==> config.mk <==
export PLATFORM = sky130hd
export DESIGN_NAME = ptw_mem_responder
export DESIGN_NICKNAME = d
export VERILOG_FILES = /design/src/rtl/ptw_pkg.sv /design/src/rtl/ptw_pte_buf.sv /design/src/rtl/ptw_mem_responder.sv
export SDC_FILE = /design/constraint.sdc
export NUM_CORES = 2
export LEC_CHECK = 0
export CAP_MARGIN = 20
export CORE_UTILIZATION = 45
export DETAILED_ROUTE_END_ITERATION = 7
export PLACE_DENSITY = 0.62
export SYNTH_ARGS = -nofsm -noshare
export SYNTH_HDL_FRONTEND = slang
export SYNTH_SLANG_ARGS = --single-unit
export TNS_END_PERCENT = 10
==> constraint.sdc <==
create_clock -name clk -period 3.9 [get_ports clk]
set_input_delay 0.78 -clock clk [delete_from_list [all_inputs] [get_ports clk]]
set_output_delay 0.78 -clock clk [all_outputs]
set_load 0.02 [all_outputs]
==> src/rtl/ptw_pkg.sv <==
// Shared types for the PTW memory responder: FSM states, PTE buffer entry layout
// and the PTE alignment constant.
package ptw_pkg;

    localparam int PTE_ALIGN_BITS  = 3;
    localparam int PTW_PADDR_WIDTH = 64;
    localparam int PTW_DATA_WIDTH  = 64;
    localparam int PTW_TAG_WIDTH   = PTW_PADDR_WIDTH - PTE_ALIGN_BITS;

    typedef enum logic [2:0] {
        S_IDLE     = 3'd0,
        S_CAPTURE  = 3'd1,
        S_LOOKUP   = 3'd2,
        S_MEM_REQ  = 3'd3,
        S_MEM_WAIT = 3'd4,
        S_RESPOND  = 3'd5,
        S_DRAIN    = 3'd6
    } ptw_rsp_state_t;

    typedef struct packed {
        logic                        valid;
        logic [PTW_PADDR_WIDTH-4:0]  tag;
        logic [PTW_DATA_WIDTH-1:0]   data;
    } pte_buf_entry_t;

endpackage

==> src/rtl/ptw_pte_buf.sv <==
// Small fully-associative PTE buffer: combinational lookup, round-robin fill,
// flush of all valid bits (flush beats a coincident fill).
module ptw_pte_buf
    import ptw_pkg::*;
#(
    parameter int PADDR_WIDTH = 64,
    parameter int DATA_WIDTH  = 64,
    parameter int BUF_ENTRIES = 4
) (
    input  logic                                 clk,
    input  logic                                 rst_n,
    input  logic [PADDR_WIDTH-PTE_ALIGN_BITS-1:0] lookup_tag,
    output logic                                 hit,
    output logic [DATA_WIDTH-1:0]                hit_data,
    input  logic                                 fill_en,
    input  logic [PADDR_WIDTH-PTE_ALIGN_BITS-1:0] fill_tag,
    input  logic [DATA_WIDTH-1:0]                fill_data,
    input  logic                                 flush
);

    localparam int PTR_W = $clog2(BUF_ENTRIES);

    pte_buf_entry_t   entries_r [BUF_ENTRIES];
    logic [PTR_W-1:0] ptr_r;
    logic             match_s;

    // Parallel tag compare across all entries; at most one entry can match.
    always_comb begin
        hit      = 1'b0;
        hit_data = '0;
        match_s  = 1'b0;
        for (int i = 0; i < BUF_ENTRIES; i++) begin
            match_s  = entries_r[i].valid && (entries_r[i].tag == PTW_TAG_WIDTH'(lookup_tag));
            hit      = hit | match_s;
            hit_data = hit_data | (match_s ? DATA_WIDTH'(entries_r[i].data) : '0);
        end
    end

    // Entry storage and replacement pointer.
    always_ff @(posedge clk or negedge rst_n) begin
        if (!rst_n) begin
            for (int i = 0; i < BUF_ENTRIES; i++) begin
                entries_r[i] <= '0;
            end
            ptr_r <= '0;
        end else if (flush) begin
            for (int i = 0; i < BUF_ENTRIES; i++) begin
                entries_r[i].valid <= 1'b0;
            end
        end else if (fill_en) begin
            entries_r[ptr_r].valid <= 1'b1;
            entries_r[ptr_r].tag   <= PTW_TAG_WIDTH'(fill_tag);
            entries_r[ptr_r].data  <= PTW_DATA_WIDTH'(fill_data);
            ptr_r                  <= ptr_r + 1'b1;
        end
    end

endmodule

==> src/rtl/ptw_mem_responder.sv <==
// PTW memory-side responder: serves single-PTE reads from a small buffer or the
// memory read channel, with timeout recovery that drains the late response.
module ptw_mem_responder
    import ptw_pkg::*;
#(
    parameter int PADDR_WIDTH    = 64,
    parameter int DATA_WIDTH     = 64,
    parameter int ADDR_LAG       = 1,
    parameter int BUF_ENTRIES    = 4,
    parameter int TIMEOUT_CYCLES = 255
) (
    input  logic                   clk,
    input  logic                   rst_n,
    input  logic                   ptw_req,
    input  logic [PADDR_WIDTH-1:0] ptw_addr,
    output logic [DATA_WIDTH-1:0]  ptw_data,
    output logic                   ptw_ready,
    output logic                   ptw_err,
    output logic                   mem_req_valid,
    input  logic                   mem_req_ready,
    output logic [PADDR_WIDTH-1:0] mem_req_addr,
    input  logic                   mem_resp_valid,
    input  logic [DATA_WIDTH-1:0]  mem_resp_data,
    input  logic                   mem_resp_err,
    input  logic                   buf_flush,
    output logic                   busy
);

    localparam int CNT_W = $clog2(TIMEOUT_CYCLES + 1);

    ptw_rsp_state_t         state_r;
    logic [PADDR_WIDTH-1:0] addr_r;
    logic [CNT_W-1:0]       cnt_r;
    logic                   tmo_r;
    logic                   pend_r;
    logic                   lag_r;
    logic                   hit_s;
    logic [DATA_WIDTH-1:0]  hit_data_s;
    logic                   fill_en_s;

    assign fill_en_s = (state_r == S_MEM_WAIT) && mem_resp_valid && !mem_resp_err;

    ptw_pte_buf #(
        .PADDR_WIDTH (PADDR_WIDTH),
        .DATA_WIDTH  (DATA_WIDTH),
        .BUF_ENTRIES (BUF_ENTRIES)
    ) u_pte_buf (
        .clk        (clk),
        .rst_n      (rst_n),
        .lookup_tag (addr_r[PADDR_WIDTH-1:PTE_ALIGN_BITS]),
        .hit        (hit_s),
        .hit_data   (hit_data_s),
        .fill_en    (fill_en_s),
        .fill_tag   (addr_r[PADDR_WIDTH-1:PTE_ALIGN_BITS]),
        .fill_data  (mem_resp_data),
        .flush      (buf_flush)
    );

    // Walk FSM with all outputs registered.
    always_ff @(posedge clk or negedge rst_n) begin
        if (!rst_n) begin
            state_r       <= S_IDLE;
            addr_r        <= '0;
            cnt_r         <= '0;
            tmo_r         <= 1'b0;
            pend_r        <= 1'b0;
            lag_r         <= 1'b0;
            ptw_data      <= '0;
            ptw_ready     <= 1'b0;
            ptw_err       <= 1'b0;
            mem_req_valid <= 1'b0;
            mem_req_addr  <= '0;
            busy          <= 1'b0;
        end else begin
            ptw_ready <= 1'b0;
            case (state_r)
                S_IDLE: begin
                    // A request queued during DRAIN takes priority; lag_r means its
                    // address is on the bus in this very cycle.
                    if (pend_r) begin
                        pend_r  <= 1'b0;
                        lag_r   <= 1'b0;
                        if (lag_r) begin
                            addr_r <= ptw_addr;
                        end
                        state_r <= S_LOOKUP;
                        busy    <= 1'b1;
                    end else if (ptw_req) begin
                        busy <= 1'b1;
                        if (ADDR_LAG == 0) begin
                            addr_r  <= ptw_addr;
                            state_r <= S_LOOKUP;
                        end else begin
                            state_r <= S_CAPTURE;
                        end
                    end
                end
                S_CAPTURE: begin
                    addr_r  <= ptw_addr;
                    state_r <= S_LOOKUP;
                end
                S_LOOKUP: begin
                    if (addr_r[PTE_ALIGN_BITS-1:0] != 3'b000) begin
                        ptw_data  <= '0;
                        ptw_err   <= 1'b1;
                        ptw_ready <= 1'b1;
                        state_r   <= S_RESPOND;
                    end else if (hit_s) begin
                        ptw_data  <= hit_data_s;
                        ptw_err   <= 1'b0;
                        ptw_ready <= 1'b1;
                        state_r   <= S_RESPOND;
                    end else begin
                        mem_req_valid <= 1'b1;
                        mem_req_addr  <= {addr_r[PADDR_WIDTH-1:PTE_ALIGN_BITS], 3'b000};
                        state_r       <= S_MEM_REQ;
                    end
                end
                S_MEM_REQ: begin
                    if (mem_req_ready) begin
                        mem_req_valid <= 1'b0;
                        cnt_r         <= '0;
                        state_r       <= S_MEM_WAIT;
                    end
                end
                S_MEM_WAIT: begin
                    if (mem_resp_valid) begin
                        ptw_data  <= mem_resp_data;
                        ptw_err   <= mem_resp_err;
                        ptw_ready <= 1'b1;
                        state_r   <= S_RESPOND;
                    end else if (cnt_r == CNT_W'(TIMEOUT_CYCLES - 1)) begin
                        ptw_data  <= '0;
                        ptw_err   <= 1'b1;
                        ptw_ready <= 1'b1;
                        tmo_r     <= 1'b1;
                        state_r   <= S_RESPOND;
                    end else begin
                        cnt_r <= cnt_r + 1'b1;
                    end
                end
                S_RESPOND: begin
                    tmo_r   <= 1'b0;
                    busy    <= tmo_r;
                    state_r <= tmo_r ? S_DRAIN : S_IDLE;
                end
                S_DRAIN: begin
                    if (ptw_req && !pend_r) begin
                        pend_r <= 1'b1;
                        if (ADDR_LAG == 0) begin
                            addr_r <= ptw_addr;
                        end else begin
                            lag_r <= 1'b1;
                        end
                    end else if (lag_r) begin
                        addr_r <= ptw_addr;
                        lag_r  <= 1'b0;
                    end
                    if (mem_resp_valid) begin
                        busy    <= 1'b0;
                        state_r <= S_IDLE;
                    end
                end
                default: begin
                    state_r <= S_IDLE;
                    busy    <= 1'b0;
                end
            endcase
        end
    end

endmodule

==> results.json <==
{
  "outcome": "finished clean",
  "period_minus_slack_ns": 3.75,
  "core_area_um2": 70500,
  "yosys_warnings": 0,
  "fin_setup_tns_ns": 0,
  "grt_pass1_vias": 25100,
  "die-area_um2": 72900,
  "max_freq_mhz": 267,
  "synth-edff-count": 0,
  "vias_per_cell": 5.57,
  "hp-class": "primary input to asynchronous set/reset pin",
  "final_common_cell": "nand2_1",
  "syn2layout_area_growth_pct": 21.3,
  "finClkSkew_ns": 0.0342,
  "p_sw_share_pct": 37.4,
  "yosysSeqAreaShare_pct": 55.2,
  "clk_latency_ns": 0.64,
  "synth-seq-cells": 713,
  "place_area_um2": 36500,
  "max_stage_delay_ns": 0.71,
  "grt_pass1_wl_um": 156000,
  "path_class": "flip-flop to flip-flop",
  "cts_buffers": 78,
  "cp-end-kind": "flip-flop",
  "rows": 97,
  "cts_sinks": 713,
  "first_pass_iters": 6,
  "wl_per_cell_um": 22.6,
  "cts.path.max_buffers": 3,
  "holdWs_ns": 0.0806,
  "path_max_fanout": 29,
  "drt_iter0_markers": 2334,
  "dpl.hpwl_um": 65100,
  "avgSynthCellArea_um2": 9.89,
  "yosysUniqueCellTypes": 56,
  "synth_cells": 3269,
  "drive_above_1_share_pct": 13.8,
  "vdd_ir_drop_max_mv": 0.454,
  "required_ns": 4.40,
  "ys_async_sr_fraction_pct": 100,
  "fill_cells": 5972,
  "critical_path_arrival_ns": 4.25,
  "cts_max_level": 3,
  "synthFlopType": "dfrtp_1",
  "path_cells": "buf_4 -> nor2b_1 -> a2111oi_0 -> nand4_1 -> or4_4 -> nor4_4 -> nor4b_4 -> nand2_4 -> buf_12 -> mux2_2",
  "clk_pin_slew_ns": 0.06,
  "nets": 3624,
  "num_vias": 25000,
  "netlist_area_um2": 32300,
  "port_buffers": 263,
  "num_io_pins": 267,
  "final_cell_mix": "1112 x nand2_1, 713 x dfrtp_1, 262 x clkdlybuf4s50_1",
  "p_clk_share_pct": 24.4,
  "antenna_left": 0,
  "final_area_um2": 39200,
  "start_util_pct": 45.9,
  "crit_path_top_delay_cell": "a2111oi_0",
  "drv_slew": 0,
  "die_y_um": 270,
  "cpLargestDelayFamily": "simple AND/OR/NAND/NOR gates",
  "p_leak_nw": 19.3,
  "worstMarginPinSlew_ns": 1.03,
  "p_sw_mw": 11.8,
  "cts-root-buf": "clkbuf_16",
  "drc": 0,
  "grt_use_total_pct": 28.1,
  "max-slew-margin-rel_pct": 31.5,
  "cts_hold_buf": 0,
  "tritoncts": "yes",
  "cp-start-kind": "flip-flop",
  "setup_violations": 0,
  "rsz0062_at_grt": "false",
  "gp_congestion": 0.893,
  "cap_violations": 0,
  "finalWirelength_um": 102000,
  "min_period_over_period_pct": 96.1,
  "final_hold_viol_count": 0,
  "power_density_nw_per_um2": 804,
  "antenna_found_initial": 10,
  "p_seq_share_pct": 40.2,
  "internal_power_mw": 19.7,
  "grt_overflow": 0,
  "grt_max_degree": 126,
  "utilization_pct": 55.6,
  "path_buf_inv": 2,
  "die_w_um": 270,
  "comb_power_share_pct": 35.4
}
[Yosys cell counts (all sizes together), types with 3 or more instances]
master   instances  area share (%)
a21oi           13            0.20
a2111oi          9            0.24
o21ai          168             2.6
nor4            35            0.72
clkbuf         192             2.2
a31oi           66             1.3
a2bb2oi          4            0.11
o211a           64             2.0
a22o           134             3.6
and2             6            0.12
a22oi            4           0.093
or4              4            0.10
nand2         1116              13
xor2           114             3.1
o2111ai          4            0.11
nor3            10            0.15
buf             54             1.1
xnor2           69             1.9
nand2b          14            0.27
inv            122             1.4
o22ai           16            0.31
ha               6            0.23
nor2            16            0.19
dfrtp          713              55
nand4           29            0.56
nor2b           27            0.52
and4             3           0.081
or3              4           0.077
mux2           225             7.8
nand3            4           0.062
a21o             4           0.093
[routing by layer]
metal | routed length [um] | track usage, % | part of all wire (%) | vias up
li1 | - | - | - | 11300
met1 | 44500 | 38.8 | 44 | 12700
met2 | 47000 | 43.5 | 46 | 904
met3 | 7380 | 5.84 | 7.2 | 147
met4 | 2880 | 10.3 | 2.8 | 4
met5 | 26 | 0 | 0.026 | -
[logic make-up (layout without fill, tap and decap cells)]
group | Yosys count | in the layout | share of synthesized area (%)
muxes | 225 | 225 | 7.84
and+or+nand+nor | 1271 | 1271 | 15.9
DFF | 713 | 713 | 55.2
other | 1 | 12 | 0.0116
AOI/OAI and AO/OA | 501 | 501 | 11.1
buffers and inverters | 369 | 645 | 4.81
adders and majority gates | 6 | 6 | 0.232
xor gates and xnor gates | 183 | 183 | 4.96
[worst reg2reg max path, stage by stage, from the launching register on]
cell       delay, ns
dfrtp_1         0.38
buf_4           0.17
nor2b_1         0.13
a2111oi_0       0.71
nand4_1         0.17
or4_4           0.46
nor4_4          0.59
nor4b_4         0.22
nand2_4         0.15
buf_12          0.23
mux2_2          0.42
[worst paths after layout]
| kind | endpoint | slack (ns) | startpoint | depth (start not counted) |
|---|---|---|---|---|
| min in group clk | u_pte_buf.entries_r[10] | 0.47 | u_pte_buf.entries_r[10] | 2 |
| setup reg to reg | mem_req_addr[19] | 0.15 | addr_r[46] | 10 |
| hold / removal | cnt_r[7] | 0.08 | rst_n | 1 |
| max in group asynchronous | ptw_data[42] | 2.77 | rst_n | 2 |
| setup / recovery | mem_req_addr[19] | 0.15 | addr_r[46] | 10 |
| hold reg to reg | u_pte_buf.entries_r[10] | 0.47 | u_pte_buf.entries_r[10] | 2 |
[sequential cells by signal (all words and copies together), names as in the netlist]
signal and flops:
busy 1, ptw_data 64, ptw_err 1, u_pte_buf.ptr_r 2, u_pte_buf.entries_r 504, cnt_r 8, ptw_ready 1, mem_req_addr 61
tmo_r 1, state_r 3, lag_r 1, mem_req_valid 1, addr_r 64, pend_r 1
[power groups by stage]
stage | combinational, mW | sequential (mW) | clock [mW]
after floorplan | 6.28 | 12.4 | 0
after global placement | 10.9 | 12.6 | 0
after detailed placement | 11.1 | 12.7 | 0
after CTS | 11.1 | 12.6 | 7.79
after global routing | 12.0 | 13.0 | 8.11
final | 11.1 | 12.7 | 7.70
[area by class of cell]
class	instances	area, um^2	area share (%)
inverter	123	462	1.18
sequential	713	17800	45.5
tap	940	1180	3.00
antenna	9	22.5	0.0574
clock inverter	29	362	0.922
multi-input combinational	2189	13100	33.3
clock buffer	115	2320	5.92
timing repair buffer	378	3980	10.1
[metrics by stage]
| step | std cells | setup slack [ns] | power [mW] |
|---|---|---|---|
| 2_1_floorplan | 3271 | 1.05 | 18.7 |
| 3_3_place_gp | 4343 | 0.114 | 23.5 |
| 3_5_place_dp | 4343 | 0.119 | 23.8 |
| 4_1_cts | 4487 | 0.0793 | 31.5 |
| 5_1_grt | 4495 | 0.0421 | 33.1 |
| 6_report | 4496 | 0.150 | 31.5 |
[repair_timing]
| item | in CTS | in global routing |
|---|---|---|
| endpoints found under the setup margin | 0 | 46 |
| setup buffers | 0 | 0 |
| gates resized for setup | 0 | 2 |
Power figures use the tool's default switching activity.
